$ cat config.mk
export PLATFORM = sky130hd
export DESIGN_NAME = mcdf_reg_bank
export DESIGN_NICKNAME = d
export VERILOG_FILES = /design/src/rtl/mcdf_reg_bank.sv
export SDC_FILE = /design/constraint.sdc
export NUM_CORES = 1
export LEC_CHECK = 0
export ABC_CLOCK_PERIOD_IN_PS = 2000
export BUFFER_PORTS_ARGS = -buffer_cell sky130_fd_sc_hd__buf_2
export CORE_MARGIN = 2
export CORE_UTILIZATION = 55
export DETAILED_ROUTE_END_ITERATION = 8
export PLACE_DENSITY = 0.82
export SLEW_MARGIN = 15
export SYNTH_ARGS = -nofsm -noshare
export SYNTH_HDL_FRONTEND = slang
export SYNTH_SLANG_ARGS = --single-unit
$ cat constraint.sdc
create_clock -name clk_i -period 2 [get_ports clk_i]
set_input_delay 0.3 -clock clk_i [delete_from_list [all_inputs] [get_ports clk_i]]
set_output_delay 0.3 -clock clk_i [all_outputs]
set_load 0.02 [all_outputs]
$ cat src/rtl/mcdf_reg_bank.sv
// Control/status register bank for the multi-channel data formatter: per-channel
// CTRL/STAT words, a low-margin interrupt with W1C status, and a registered cmd read port.
module mcdf_reg_bank #(
  parameter int NUM_CH     = 3,
  parameter int FIFO_DEPTH = 64,
  parameter int ADDR_W     = 8
) (
  input  logic                                         clk_i,
  input  logic                                         rstn_i,
  input  logic [1:0]                                   cmd_i,
  input  logic [ADDR_W-1:0]                            cmd_addr_i,
  input  logic [31:0]                                  cmd_data_i,
  input  logic [NUM_CH*($clog2(FIFO_DEPTH)+1)-1:0]     slv_margin_i,
  output logic [31:0]                                  cmd_data_o,
  output logic                                         cmd_rvalid_o,
  output logic                                         cmd_err_o,
  output logic [NUM_CH-1:0]                            slv_en_o,
  output logic [NUM_CH*2-1:0]                          slv_prio_o,
  output logic [NUM_CH*3-1:0]                          slv_pkglen_o,
  output logic                                         irq_o
);

  localparam int MW = $clog2(FIFO_DEPTH) + 1;
  localparam int CW = 6 + MW;

  logic [CW-1:0]     ctrl_q   [NUM_CH];
  logic [MW-1:0]     margin_q [NUM_CH];
  logic [MW-1:0]     min_q    [NUM_CH];
  logic [NUM_CH-1:0] below_q, int_stat, int_en;

  logic              rd, wr, err, do_wr, ctrl_blk, stat_blk, ist_hit, ien_hit;
  logic [3:0]        idx;
  logic [NUM_CH-1:0] ctrl_sel, stat_sel, below, w1c, int_stat_nxt;
  logic [31:0]       rdata;
  logic              unused_data;

  assign unused_data = ^cmd_data_i;

  // Address decode and read mux, evaluated on the cmd presented this cycle
  always_comb begin
    rd       = (cmd_i == 2'b01);
    wr       = (cmd_i == 2'b10);
    idx      = cmd_addr_i[5:2];
    ctrl_blk = (cmd_addr_i[1:0] == 2'b00) && (cmd_addr_i[ADDR_W-1:6] == '0);
    stat_blk = (cmd_addr_i[1:0] == 2'b00) && (cmd_addr_i[ADDR_W-1:6] == (ADDR_W-6)'(1));
    ist_hit  = (cmd_addr_i == ADDR_W'(8'h80));
    ien_hit  = (cmd_addr_i == ADDR_W'(8'h84));
    ctrl_sel = '0;
    stat_sel = '0;
    rdata    = '0;
    for (int n = 0; n < NUM_CH; n++) begin
      if (idx == 4'(n)) begin
        ctrl_sel[n] = ctrl_blk;
        stat_sel[n] = stat_blk;
      end
      if (ctrl_sel[n]) rdata = 32'(ctrl_q[n]);
      if (stat_sel[n]) rdata = (32'(min_q[n]) << 16) | 32'(margin_q[n]);
    end
    if (ist_hit) rdata = 32'(int_stat);
    if (ien_hit) rdata = 32'(int_en);
    err   = (rd || wr) &&
            (!(|ctrl_sel || |stat_sel || ist_hit || ien_hit) || (wr && |stat_sel));
    do_wr = wr && !err;
  end

  // Interrupt detection; a new rising below-threshold edge beats a same-cycle W1C
  always_comb begin
    for (int n = 0; n < NUM_CH; n++)
      below[n] = ctrl_q[n][0] && (margin_q[n] < ctrl_q[n][CW-1:6]);
    w1c          = (do_wr && ist_hit) ? cmd_data_i[NUM_CH-1:0] : '0;
    int_stat_nxt = (int_stat & ~w1c) | (below & ~below_q);
  end

  always_comb begin
    for (int n = 0; n < NUM_CH; n++) begin
      slv_en_o[n]          = ctrl_q[n][0];
      slv_prio_o[2*n +: 2] = ctrl_q[n][2:1];
      slv_pkglen_o[3*n +: 3] = ctrl_q[n][5:3];
    end
  end

  always_ff @(posedge clk_i or negedge rstn_i) begin
    if (!rstn_i) begin
      for (int n = 0; n < NUM_CH; n++) begin
        ctrl_q[n]   <= CW'(7);
        margin_q[n] <= MW'(FIFO_DEPTH);
        min_q[n]    <= MW'(FIFO_DEPTH);
      end
      below_q      <= '0;
      int_stat     <= '0;
      int_en       <= '0;
      irq_o        <= 1'b0;
      cmd_data_o   <= '0;
      cmd_rvalid_o <= 1'b0;
      cmd_err_o    <= 1'b0;
    end else begin
      for (int n = 0; n < NUM_CH; n++) begin
        margin_q[n] <= slv_margin_i[n*MW +: MW];
        // STAT read clears the running minimum back to the current margin
        if (rd && stat_sel[n])
          min_q[n] <= margin_q[n];
        else if (margin_q[n] < min_q[n])
          min_q[n] <= margin_q[n];
        if (do_wr && ctrl_sel[n])
          ctrl_q[n] <= cmd_data_i[CW-1:0];
      end
      below_q  <= below;
      int_stat <= int_stat_nxt;
      if (do_wr && ien_hit)
        int_en <= cmd_data_i[NUM_CH-1:0];
      irq_o        <= |(int_stat & int_en);
      cmd_data_o   <= rd ? rdata : '0;
      cmd_rvalid_o <= rd;
      cmd_err_o    <= err;
    end
  end

endmodule

Yosys cells after proc, flatten, opt, wreduce, memory -nomap -nowiden --
Index checks and enable logic that the tools add are counted.
Storage, ports and cells: register bits after elaboration 125, input port bits 65, output and inout bits 53, logic and storage cells 92
Operators by class: multiplexer cells 22, bitwise operators 9, equality and inequality tests 7, order comparisons 6, reduce and logical (&&, ||, !) cells 32
Operators by type and width (count):
- 32-bit 2-to-1 mux | 6
- 23-bit by 7-bit OR with 23-bit output | 3
- 23-bit 2-to-1 mux | 2
- 7-bit less-than comparator | 6
- 7-bit 2-to-1 mux | 6
- 8-bit == test, second input constant | 2
- 1-bit logical AND | 16
- 13-bit 2-to-1 mux | 1
- 3-bit bitwise AND | 3
- 3-bit OR reduction | 3
- 1-bit 2-to-1 mux | 6
- 3-bit NOT | 2
- 2-bit nonzero test | 3
- 1-bit logical OR | 5
- 2-bit by 1-bit == test with 1-bit output, second input constant | 2
- 4-bit by 1-bit == test with 1-bit output, second input constant | 1
- 4-bit by 2-bit == test with 1-bit output, second input constant | 1
- 2-bit zero test | 2
- 4-bit zero test | 1
- 3-bit 2-to-1 mux | 1
- 3-bit OR | 1
- 2-bit == test, second input constant | 1
- 1-bit zero test | 2

Longest topological paths before layout --
Gate-level depths: netlist of the first run.
depth in word-level cells 17, depth in mapped cells 7, gate-level depth less buffers 7

Worst setup path before layout of the first run --
OpenSTA, ideal clock, no wires.
kind input-to-reg, from in cmd_addr_i[7], to reg ctrl_q[10] (netlist name), setup time 0.125 ns, data arrival time 1.677 ns, data required time 1.875 ns, stages 7, slack 0.198 ns, path buffers 3, cell sequence buf_2 -> nor4_4 -> nor2b_1 -> buf_4 -> nand2_4 -> buf_6 -> mux2_4
Between the ends: longest elaborated chain between the ends 13, elaborated cells on any way between the ends 24, those cells by class 3 x eq/ne; 6 x mux; 15 x reduce/logical
RTL lines:
- start: declaration | line 11 | input logic [ADDR_W-1:0] cmd_addr_i,
- 2-bit by 1-bit == test with 1-bit output or 2-bit zero test (tied branches) | line 45, 44
- 1-bit logical AND (on tied branches) | line 45, 44
- 1-bit 2-to-1 mux | line 52 | if (idx == 4'(n)) begin
- 3-bit OR reduction | line 62 | (!(|ctrl_sel || |stat_sel || ist_hit || ien_hit) || (wr && |stat_sel));
- 1-bit logical OR (3 in a row) | line 62
- 1-bit zero test | line 62
- 1-bit logical OR | line 62
- 1-bit logical AND | line 61 | err = (rd || wr) &&
- 1-bit zero test | line 63 | do_wr = wr && !err;
- 1-bit logical AND | line 63
- 1-bit logical AND (*) | line 104 | if (do_wr && ctrl_sel[n])
- end signal: indexed assignment | line 105 | ctrl_q[n] <= cmd_data_i[CW-1:0];
- end: declaration | line 26 | logic [CW-1:0] ctrl_q [NUM_CH];
Every way passes the cells marked *; elsewhere a longest branch is shown, timed or not. A chain may end at the register's enable or synchronous reset.

Worst setup path in the final report of the first run --
from reg margin_q[4] (netlist name), to reg min_q[5] (netlist name)
Between the ends: longest elaborated chain between the ends 2
RTL lines:
- start: declaration | line 27 | logic [MW-1:0] margin_q [NUM_CH];
- start signal: indexed assignment | line 86 | margin_q[n] <= MW'(FIFO_DEPTH);
- start signal: indexed assignment | line 98 | margin_q[n] <= slv_margin_i[n*MW +: MW];
- 7-bit less-than comparator | line 102 | else if (margin_q[n] < min_q[n])
- 2-bit nonzero test (no source line)
- end signal: indexed assignment | line 87 | min_q[n] <= MW'(FIFO_DEPTH);
- end signal: indexed assignment | line 101 | min_q[n] <= margin_q[n];
- end signal: indexed assignment | line 103 | min_q[n] <= margin_q[n];
- end: declaration | line 28 | logic [MW-1:0] min_q [NUM_CH];
Every way passes these cells.

==> results, run 1 <==
- The data arrival time of the worst path is about 2.4 ns.
- The number of buffers between clock root and the deepest sink is 2.
- Setup repair after global routing left no endpoint under its margin.
- The number of antenna violations at the first check in global routing is 0.
- The width of the chip is 107.3 µm.
- A synthesized cell averages 11.38 µm².
- The number of slew-limit violations in the final report is 0.
- The prevailing post-synth register cell is sky130_fd_sc_hd__dfrtp_1.
- The top-level I/O count is 118.
- The number of buffers added by the clock tree synthesis step is 17.
- For the worst-skew pair, the clock arrives at the later sink with an insertion delay of around 0.53 ns.
- The final layout contains routed wiring with a total length of 14,910 µm.
- The Yosys step of the flow raised 0 warnings.
- Detailed routing inserted a total of 4,411 vias.
- The largest net degree at the start of global routing is between 100 and 150.
- The worst slew margin relative to its limit is approximately three fifths.
- In the final layout, the share of cells above drive strength 1 is 37.69%.
- CTS placed an instance of sky130_fd_sc_hd__clkbuf_8 at the clock tree root.
- The final-report hold violation count came to 0.
- The overall power of the completed layout is 0.007216 W.
- The count of buffers inserted at the top-level ports is between 80 and 90.
- The die is 107.3 µm tall.
- The number of antenna repair diodes is 0.
- The CTS sink count is about 110.
- In this run, synthesis inferred 0 flip-flops with an integrated enable.
- The post-detailed-route via-to-cell ratio is 5.612.
- Row generation in the floorplan step produced 37 rows.
- The netlist area before placement is 5871 µm².
- The post-synthesis sequential element count is 113.
- The first detailed-routing pass took 5 iterations.
- The clock arrives with 0.006948 ns of skew.
- The area growth from synthesis to layout is 23.42%.
- After the last flow step, the layout net total stands at between 700 and 800.
- The remaining antenna violation count after routing is 0.
- The max-capacitance violation count is 0.
- The share of synthesized flip-flops with an asynchronous set or reset is 100.0%.
- The leakage power is 3.532 nW.
- TritonCTS built the clock tree.
- STA classifies the critical path endpoint as a flop.
- The H-tree depth is 4.
- The final count of negative-setup-slack endpoints is 0.
- At the pin with the least slew margin, the transition time is between 0.5 and 0.6 ns.
- The number of different library cells used by synthesis comes to between 40 and 50.
- The first-pass GRT wire length is roughly 24,000 µm.
- The post-route DRC violation count is 0.
- The maximum fanout count along the critical path is 7.
- The floorplan step defined a die boundary enclosing 11,520 µm².
- In the final routed layout, each cell accounts on average for 18.97 µm.
- In this run the power density over the cells is between 900 and 1000 nW/µm².
- The synthesized instance count is 516.
- The post-route fraction of the period consumed by the critical path is a little over nine tenths.
- The worst hold path class is in -> reg.
- The critical path start-end classification is reg -> reg.
- After clock tree synthesis, the clock-pin slew on the worst setup and hold paths is 0.06 ns.
- The smallest clock period supported by the final layout is computed as 1.945 ns.
- Once the floorplan was initialized, standard cells occupied 56.87% of the core.
- The global route total overflow is 0.
- The top achievable clock speed is about 0.51 GHz.
- The count of routing violations after the opening detailed-route iteration is 251.
- For this run, the register share of the synthesized area comes to between 40% and 50%.
- The region available for standard cell placement spans 10,320 µm².
- At the worst endpoint, the required time is 2.41 ns.
- The flow ran to the end, and the final reports show no timing, DRC or antenna violations.
- STA classifies the critical path startpoint as a flop.
- The worst-case vdd ir drop is around 570 µV.
- The final sum of negative setup slack is 0 ns.
- The final estimated routing congestion in global placement is about 0.95.
- After legalization and detailed placement, the total HPWL measured between 10,000 and 15,000 µm.
- The global-route total usage across every layer is 27.94%.
- The via count of the first global-routing pass came to 4,552.
sequential cells by signal (all words and copies together), names as in the netlist:
signal and cells:
cmd_err_o 1, ctrl_q 21, slv_pkglen_o 9, int_stat 3
irq_o 1, int_en 3, below_q 3, margin_q 21
slv_prio_o 6, cmd_data_o 20, min_q 21, slv_en_o 3
cmd_rvalid_o 1
stage by stage:
stage               worst slack [ns]  cells  hold slack (ns)  utilization (%)  area [µm²]
floorplan                     0.1977    527         0.004409                -        5912
global placement             0.06511    732           0.4055            62.37        6439
detailed placement          0.003900    732           0.4093            62.37        6439
CTS                         0.005933    786         0.005506            69.92        7218
global route                 0.01770    786          0.01399            70.19        7246
finish                       0.05536    786          0.02607            70.19        7246
timing repair:
| item | in CTS | in global routing |
|---|---|---|
| hold buffers | 22 | 0 |
| gates resized for setup | 0 | 6 |
| endpoints found under the hold margin | 119 | 0 |
| setup buffers | 0 | 0 |
| endpoints found under the setup margin | 0 | 14 |
critical path, cell delays in order (launching register included):
cell                       delay (ns)
sky130_fd_sc_hd__dfrtp_1         0.40
sky130_fd_sc_hd__ha_1            0.33
sky130_fd_sc_hd__a21o_1          0.18
sky130_fd_sc_hd__a211oi_2        0.20
sky130_fd_sc_hd__o21ai_1         0.14
sky130_fd_sc_hd__o211ai_4        0.18
sky130_fd_sc_hd__mux2_2          0.38
cells by family (layout without fill, tap and decap cells):
family	after synthesis	after routing	share of synthesized area, %
flops	113	113	48.49
other cells	1	12	0.06388
fa+ha+maj	38	38	8.099
buf+inv	91	214	8.163
simple gates	102	102	8.632
mux	77	77	15.30
compound gates	94	94	11.25
final timing paths:
path	cells after the start	slack [ns]	from	to
min in group asynchronous	3	0.40	rstn_i	cmd_data_o[8]
setup / recovery	6	0.06	margin_q[4]	min_q[5]
setup reg to reg	6	0.06	margin_q[4]	min_q[5]
max in group asynchronous	3	1.18	rstn_i	min_q[5]
hold reg to reg	1	0.51	ctrl_q[37]	ctrl_q[37]
hold / removal	2	0.03	cmd_data_i[3]	slv_pkglen_o[6]
synth_stat cells, drive strengths merged (2+ instances only):
cell / number / share of area (%)
dfrtp: 98 / 42
ha: 38 / 8.1
a21o: 3 / 0.38
dfstp: 15 / 6.7
o21ai: 25 / 2.1
nor4b: 2 / 0.40
mux2i: 5 / 0.85
a22o: 3 / 0.45
nand3: 8 / 0.68
a22oi: 16 / 2.0
buf: 39 / 4.8
a211o: 3 / 0.45
a21bo: 2 / 0.34
nand4: 2 / 0.21
inv: 44 / 2.8
nor3: 8 / 0.68
nand2b: 11 / 1.2
mux2: 72 / 14
o211ai: 9 / 1.4
a41oi: 3 / 0.45
a21oi: 11 / 0.94
o2111ai: 7 / 1.0
nand2: 39 / 2.6
and2: 3 / 0.32
clkbuf: 8 / 0.51
a211oi: 8 / 1.0
nor2: 22 / 1.4
layout make-up:
cell class,instances,area (µm²)
clock buffers,18,417.9
clock inverters,14,141.4
fillers,724,3078
inverters,44,165.2
multi-input cells,323,2614
flip-flops and latches,113,2846
well taps,136,170.2
repair buffers,138,890.9
cells in the final DEF (no fill, tap or decap), types with 10 or more instances in the layout:
cell	synthesis	layout
sky130_fd_sc_hd__conb_1	1	12
sky130_fd_sc_hd__mux2_4	10	10
sky130_fd_sc_hd__a21oi_1	11	11
sky130_fd_sc_hd__ha_1	38	38
sky130_fd_sc_hd__o21ai_0	25	23
sky130_fd_sc_hd__buf_4	31	30
sky130_fd_sc_hd__nand2_1	38	38
sky130_fd_sc_hd__dfrtp_1	98	98
sky130_fd_sc_hd__dlygate4sd3_1	0	22
sky130_fd_sc_hd__clkbuf_16	0	16
sky130_fd_sc_hd__buf_2	5	85
sky130_fd_sc_hd__mux2_2	62	62
sky130_fd_sc_hd__nand2b_1	11	11
sky130_fd_sc_hd__dfstp_2	15	15
sky130_fd_sc_hd__nor2_1	22	22
sky130_fd_sc_hd__a22oi_1	16	16
sky130_fd_sc_hd__inv_1	44	44
metal layers:
metal | GRT usage (%) | routed length, µm | vias up
li1 | - | - | 2036
met1 | 35.62 | 6172 | 2131
met2 | 45.21 | 7295 | 213
met3 | 6.961 | 1032 | 31
met4 | 12.34 | 408 | 0
met5 | 0 | 0 | -
power by group:
part	switching [W]	internal, W	leakage, nW
logic	0.000786	0.000759	1.84
clock network	0.00109	0.00176	0.267
registers	0.000216	0.00260	1.43
(Power assumes the default switching activity.)
==> inputs of run 2 (changes only) <==
GPL_TIMING_DRIVEN = 0   (was unset)
==> run 2 against run 1 <==
Sequential cell count unchanged. Via count grew 4.3%. Design area is 2.1% higher. First-iteration DRC count grew 49%. Total power is 2.1% higher. Critical path depth increased by 1. Largest cell class unchanged.
==> results, run 2 (same netlist as run 1, synthesis figures left out) <==
- The run finished with clean final reports.
- The share of cells above drive strength 1 is 38.42% (+0.72 points).
- The critical path start-end classification is reg -> reg.
- The CTS sink count came to 113 (unchanged).
- The min-delay analysis places its worst path in the category in -> reg.
- In this run the most critical hold path is launched from cmd_data_i[4].
- The master of the slowest instance on the critical path is sky130_fd_sc_hd__mux2_2.
- The final estimated routing congestion in global placement is 0.9555 (+0.40%).
- The endpoint identified for the worst register-to-register timing path is min_q[7].
- The clock edge transition at the registers on the reported setup and hold paths came to 0.06 ns (about the same).
- The number of antenna violations at the first check in global routing came to 0 (unchanged).
- The max-capacitance violation count was 0 (unchanged).
- The die outline height is 107.3 µm (unchanged).
- The count of buffers inserted at the top-level ports was 85 (-1.2%).
- The largest net degree at the start of global routing is 72 (-37%).
- The count of placed standard cells including taps is 749 (+2.3%).
- In the layout the commonest cells are sky130_fd_sc_hd__dfrtp_1 (98), sky130_fd_sc_hd__buf_2 (89), sky130_fd_sc_hd__mux2_2 (59).
- The worst clock skew is 0.005270 ns (-0.001678 ns).
- The initial core utilization is 56.87% (unchanged).
- STA classifies the critical path startpoint as a flop.
- The endpoint class of the critical path is a flop.
- The worst-case vdd ir drop is 606.8 µV (+6.9%).
- The cell area after layout is 7395 µm² (+2.1%).
- The post-route DRC violation count is 0 (unchanged).
- The measured slew at the worst slew-check pin is 1.205 ns (+0.6308 ns).
- The count of vias placed by the detailed router is 4,599 (+4.3%).
- The final count of negative-setup-slack endpoints was 0 (unchanged).
- The longest individual stage delay on the worst path is 0.40 ns (about the same).
- The first-pass GRT wire length is 25,090 µm (+6.2%).
- The end point of the most critical hold path is slv_pkglen_o[7].
- The remaining antenna violation count after routing is 0 (unchanged).
- In the final layout, the registers with the most flip-flops are ctrl_q (21), margin_q (21), min_q (21).
- The setup slack on the worst flop-to-flop path is 0.02 ns (-0.04 ns).
- The final layout net count is 759 (+2.6%).
- The data arrival time of the worst path is 2.39 ns (+0.04 ns).
- The number of antenna repair diodes was 0 (unchanged).
- The final-report hold violation count was 0 (unchanged).
- The number of buffers between clock root and the deepest sink is 2 (unchanged).
- The post-route fraction of the period consumed by the critical path is 99.17% (+1.9 points).
- The top achievable clock speed is 0.5042 GHz (-1.9%).
- From synthesis to final layout, the design area changed by 25.96%.
- The worst path required time is 2.41 ns (about the same).
- The area enclosed by the die boundary came to 11,520 µm² (unchanged).
- In this run the critical register-to-register path is launched from min_q[11].
- The shortest period the worst path allows is 1.983 ns (+0.03867 ns).
- The commonest non-fill, non-tap cell in the layout is sky130_fd_sc_hd__dfrtp_1.
- The clock latency on the worst-skew pair is 0.52 ns (about the same).
- The placeable core region is 10,320 µm² (unchanged).
- The cell row count was 37 (unchanged).
- The TritonCTS clock tree is built.
- The width of the chip is 107.3 µm (unchanged).
- Setup repair after global routing could not meet its margin everywhere.
- The non-filler instance count after layout was 805 (+2.4%).
- The count of routing violations after the opening detailed-route iteration is 373 (+49%).
- The maximum fanout count along the critical path is 7 (unchanged).
- The number of slew-limit violations in the final report is 0 (unchanged).
- The top-level I/O count was 118 (unchanged).
- The power density relative to cell area was 996.5 nW/µm² (about the same).
- The worst slew margin relative to its limit is 18.55% (-43 points).
- The count of fill cells added during filler insertion is 716 (-1.1%).
- The wire length per cell is 19.46 µm (+2.6%).
- The number of buffers added by the clock tree synthesis step came to 17 (unchanged).
- The path depth of the worst reg2reg path is 7 (+1).
- The via count of the first global-routing pass is 4,767 (+4.7%).
- The leakage power is 3.634 nW (+2.9%).
- The cell at the root of the clock tree is sky130_fd_sc_hd__clkbuf_8.
- The total wire length came to 15,670 µm (+5.1%).
- The final HPWL from detailed placement was 10,840 µm (+5.4%).
- The global route total overflow is 0 (unchanged).
- The global-route total usage across every layer was 28.99% (+1.0 points).
- The number of cells on the worst hold path was 2 (unchanged).
- The cell area reported after detailed placement is 6541 µm² (+1.6%).
- The detailed-router iteration count before antenna repair was 6 (+1).
- The H-tree depth is 4 (unchanged).
- The post-detailed-route via-to-cell ratio is 5.713 (+1.8%).
- The tightest hold margin is 0.03389 ns (+0.007815 ns).
- Walking the worst path, the cells encountered are inv_1 > ha_1 > a21o_1 > a211oi_1 > o21ai_0 > o211ai_2 > mux2_2.
[run 2: layout make-up]
| class | instances | area, µm² | area share, % |
|---|---|---|---|
| Sequential cell | 113 | 2846 | 38.49 |
| Multi-Input combinational cell | 323 | 2628 | 35.53 |
| Timing Repair Buffer | 110 | 694.4 | 9.391 |
| Clock buffer | 17 | 414.1 | 5.601 |
| Buffer | 47 | 314.1 | 4.247 |
| Tap cell | 136 | 170.2 | 2.301 |
| Inverter | 44 | 165.2 | 2.233 |
| Clock inverter | 15 | 162.7 | 2.200 |
[run 2: layer usage]
metal	track usage (%)	routed length, µm	up-vias
li1	-	-	2074
met1	37.26	6435	2240
met2	46.79	7533	228
met3	6.901	1073	57
met4	12.80	624	0
met5	0	0	-
[run 2: worst max path at each step]
stage / from / end / slack [ns] / cells after the start
floorplan: cmd_addr_i[7] / ctrl_q[10] / 0.20 / 7
global placement: rstn_i / cmd_data_o[22] / -0.55 / 1
detailed placement: cmd_addr_i[1] / cmd_data_o[2] / -0.35 / 6
CTS: margin_q[4] / min_q[4] / 0.03 / 6
global route: margin_q[4] / min_q[4] / -0.04 / 6
finish: min_q[11] / min_q[7] / 0.02 / 7
[run 2: critical path: cells and delay by family, from the launching register on]
kind / cells / cell delay (ns)
AO/OA/AOI/OAI: 4 / 0.76
multiplexers: 1 / 0.40
flip-flops: 1 / 0.37
adder cells (fa/ha/maj): 1 / 0.29
buffers and inverters: 1 / 0.05
[run 2: what timing repair did]
action	in CTS	in global routing
hold buffers	22	0
endpoints found under the setup margin	9	13
gates resized for setup	5	3
pin swaps	3	1
hold endpoints to repair	53	0
buffers inserted	1	1
[run 2: where the power goes]
group          internal, W  switching (W)
sequential         0.00260       0.000237
clock              0.00178        0.00113
combinational     0.000794       0.000824
total              0.00517        0.00219
[run 2: through the flow]
step           setup slack, ns  TNS (ns)  power [W]  utilization [%]
2_1_floorplan           0.1977         0   0.003826                -
3_3_place_gp           -0.5484    -62.82   0.004152            63.03
3_5_place_dp           -0.3467    -8.816   0.004277            63.36
4_1_cts                0.02594         0   0.007313            71.45
5_1_grt               -0.04483   -0.2383   0.007691            71.63
6_report               0.01668         0   0.007369            71.63
==> inputs of run 3 (changes only) <==
ABC_AREA = 1   (was unset)
CORE_UTILIZATION = 56   (was 55)
PLACE_DENSITY = 0.83   (was 0.82)
==> run 3 against run 2 <==
Sequential power decreased by 5%. Combinational power down 4%. Wire length is 3.0% higher. Non-clock buffer count is 4 lower.
==> results, run 3 <==
- The H-tree depth is 4 (unchanged).
- The power density relative to cell area is 994.9 nW/µm² (-0.17%).
- The cell row count is 38 (+2.7%).
- The number of antenna repair diodes is 0 (unchanged).
- The wire length per cell was 16.93 µm (-13%).
- The share of synthesized flip-flops with an asynchronous set or reset is 100.0% (unchanged).
- Sorting the synthesized cells by how often they occur yields sky130_fd_sc_hd__nand2_1 (109), sky130_fd_sc_hd__dfrtp_1 (98), sky130_fd_sc_hd__inv_1 (89).
- The critical path in this run is classified as reg -> reg.
- The post-detailed-route via-to-cell ratio was 5.498 (-3.8%).
- The largest net degree at the start of global routing is 79 (+9.7%).
- Among all cell types in the netlist, the one instantiated most often is sky130_fd_sc_hd__nand2_1.
- The netlist area before placement is 6110 µm² (+4.1%).
- The width of the chip is 108.5 µm (+1.1%).
- The count of vias placed by the detailed router is 5,240 (+14%).
- The fraction of the core area covered by cells at the end of the flow is 71.46% (-0.17 points).
- The clock edge transition at the registers on the reported setup and hold paths is 0.06 ns (about the same).
- The top achievable clock speed came to 0.5432 GHz (+7.7%).
- The number of enable flip-flop cells after synthesis came to 0 (unchanged).
- The portion of the post-synthesis area used by sequential elements was 46.59% (-1.9 points).
- Broken down by cell family, the worst path's largest delay share belongs to compound AO/OA/AOI/OAI gates.
- The library cells used most frequently in the layout, excluding fill and tap cells, are sky130_fd_sc_hd__nand2_1 (109), sky130_fd_sc_hd__dfrtp_1 (98), sky130_fd_sc_hd__inv_1 (89).
- The count of placed standard cells including taps is 898 (+20%).
- In the final layout, the registers with the most flip-flops are ctrl_q (21), margin_q (21), min_q (21).
- The maximum fanout count along the critical path came to 10 (+3).
- The final-report hold violation count is 0 (unchanged).
- The final layout net count came to 903 (+19%).
- The cell area reported after detailed placement is 6790 µm² (+3.8%).
- The clock latency on the worst-skew pair is 0.54 ns (+0.02 ns).
- The prevailing post-synth register cell is sky130_fd_sc_hd__dfrtp_1.
- The master of the slowest instance on the critical path is sky130_fd_sc_hd__dfstp_2.
- In this run the worst hold path is classified as in -> reg.
- The number of antenna violations at the first check in global routing is 0 (unchanged).
- The cell area after layout is 7679 µm² (+3.8%).
- The final count of negative-setup-slack endpoints is 0 (unchanged).
- The number of buffers added by the clock tree synthesis step is 17 (unchanged).
- The worst path required time is 2.45 ns (+0.04 ns).
- The global route total overflow is 0 (unchanged).
- The element type at the critical path start is a flop.
- The worst clock skew is 0.007312 ns (+0.002042 ns).
- The post-route fraction of the period consumed by the critical path is 92.05% (-7.1 points).
- Leaving out fill and tap cells, the most frequent cell in the layout is sky130_fd_sc_hd__nand2_1.
- The shortest period the worst path allows was 1.841 ns (-0.1422 ns).
- The synthesized instance count is 660 (+28%).
- The worst slew margin relative to its limit came to 62.77% (+44 points).
- The count of fill cells added during filler insertion is 781 (+9.1%).
- The worst-case vdd ir drop is 1032 µV (+70%).
- The biggest area contributor in the post-synthesis netlist is sky130_fd_sc_hd__dfrtp_1.
- The placeable core region was 10,750 µm² (+4.1%).
- The average instance area after synthesis is 9.257 µm² (-19%).
- The via count of the first global-routing pass is 5,248 (+10%).
- The post-route DRC violation count is 0 (unchanged).
- The number of buffers between clock root and the deepest sink is 2 (unchanged).
- The die outline height was 108.5 µm (+1.1%).
- The count of routing violations after the opening detailed-route iteration came to 444 (+19%).
- The share of cells above drive strength 1 came to 33.70% (-4.7 points).
- The count of buffers inserted at the top-level ports is 86 (+1.2%).
- Sorting the synthesized cells by area gives the leading types as sky130_fd_sc_hd__dfrtp_1 (40%), sky130_fd_sc_hd__ha_1 (7.8%), sky130_fd_sc_hd__nand2_1 (6.7%).
- The max-capacitance violation count came to 0 (unchanged).
- The run finished with clean final reports.
- The area enclosed by the die boundary is 11,760 µm² (+2.1%).
- The CTS sink count is 113 (unchanged).
- The detailed-router iteration count before antenna repair is 5 (-1).
- Setup repair after global routing left no endpoint under its margin.
- TritonCTS built the clock tree.
- Walking the worst path, the cells encountered are inv_1 > ha_1 > a21oi_1 > o21ai_0 > o21ai_2 > buf_6 > nand2_1 > o21ai_1.
- The non-filler instance count after layout was 953 (+18%).
- The post-synthesis cell type count came to 32 (-32%).
- The top-level I/O count is 118 (unchanged).
- The longest individual stage delay on the worst path was 0.51 ns (+0.11 ns).
- The global-route total usage across every layer came to 29.21% (+0.23 points).
- The count of warnings emitted by yosys is 0 (unchanged).
- The final HPWL from detailed placement is 11,270 µm (+4.0%).
- The total wire length is 16,130 µm (+3.0%).
- The area growth from synthesis to layout is 25.68%.
- The leakage power is 3.895 nW (+7.2%).
- The initial core utilization is 56.86% (about the same).
- The number of slew-limit violations in the final report is 0 (unchanged).
- The post-synthesis sequential element count was 113 (unchanged).
- The area fraction of the dominant cell type after synthesis is 40.14% (-1.6 points).
- The endpoint class of the critical path is a flop.
- The final estimated routing congestion in global placement is 0.9516 (-0.41%).
- The data arrival time of the worst path is 2.29 ns (-0.10 ns).
- The measured slew at the worst slew-check pin came to 0.5564 ns (-0.6484 ns).
- The first-pass GRT wire length was 25,700 µm (+2.4%).
- The critical path buffer and inverter count is 2 (+1).
- The remaining antenna violation count after routing is 0 (unchanged).
- CTS placed an instance of sky130_fd_sc_hd__clkbuf_8 at the clock tree root.
-- run 3: cell families after synthesis --
kind of cell	Yosys count	synth area share, %
other	1	0.06138
DFF	113	46.59
AOI/OAI and AO/OA	143	15.20
adders and majority gates	38	7.782
buffers and inverters	142	11.90
and+or+nand+nor	223	18.47
-- run 3: worst register-to-register path, cell delays in order (launching register included) --
cell	delay, ns
sky130_fd_sc_hd__dfstp_2	0.51
sky130_fd_sc_hd__inv_1	0.07
sky130_fd_sc_hd__ha_1	0.30
sky130_fd_sc_hd__a21oi_1	0.18
sky130_fd_sc_hd__o21ai_0	0.14
sky130_fd_sc_hd__o21ai_2	0.23
sky130_fd_sc_hd__buf_6	0.17
sky130_fd_sc_hd__nand2_1	0.06
sky130_fd_sc_hd__o21ai_1	0.11
-- run 3: repair_timing --
action,4_1_cts,5_1_grt
gates resized for setup,0,0
endpoints found under the hold margin,56,0
hold buffers,22,0
endpoints found under the setup margin,0,2
buffers inserted,0,1
-- run 3: report_power, final --
group	internal [W]	switching [W]	leakage (nW)	total, W
Combinational	0.000585	0.000969	2.16	0.00155
Clock	0.00234	0.00104	0.311	0.00338
Sequential	0.00257	0.000135	1.43	0.00271
-- run 3: area by class of cell --
cell class	count	area, µm²	share of cell area (%)
clock buffers	22	452.9	5.899
plain buffers	43	355.3	4.628
clock inverters	10	207.7	2.705
flip-flops and latches	113	2846	37.07
inverters	99	371.6	4.839
well taps	140	175.2	2.281
repair buffers	110	691.9	9.011
multi-input cells	416	2577	33.57
-- run 3: worst paths after layout --
check                      cells past startpoint  slack (ns)            from         endpoint
min in group asynchronous                      2        0.22          rstn_i  slv_pkglen_o[1]
max                                            8        0.16       min_q[20]        min_q[17]
min                                            3        0.06  cmd_data_i[10]       ctrl_q[36]
max in group asynchronous                      3        1.07          rstn_i         min_q[6]
max reg2reg                                    8        0.16       min_q[20]        min_q[17]
min reg2reg                                    2        0.49      ctrl_q[24]       ctrl_q[24]
-- run 3: layer usage --
layer	share of wire, %	wire length, µm	up-vias	GRT usage [%]
met5	0	0	-	0
met4	4.0	639	0	12.45
met1	39	6221	2493	36.37
met2	49	7965	282	48.39
li1	-	-	2401	-
met3	8.1	1306	64	7.354
-- run 3: stage by stage --
step           setup slack, ns  hold slack [ns]  total power [W]  TNS, ns
6_report                0.1589          0.06322         0.007639        0
3_3_place_gp           -0.5866           0.4057         0.004012   -56.73
5_1_grt                0.04876          0.08427         0.007957        0
3_5_place_dp            0.1547           0.2200         0.004160        0
4_1_cts                 0.1538          0.05797         0.007599        0
2_1_floorplan           0.3736         0.004409         0.003732        0
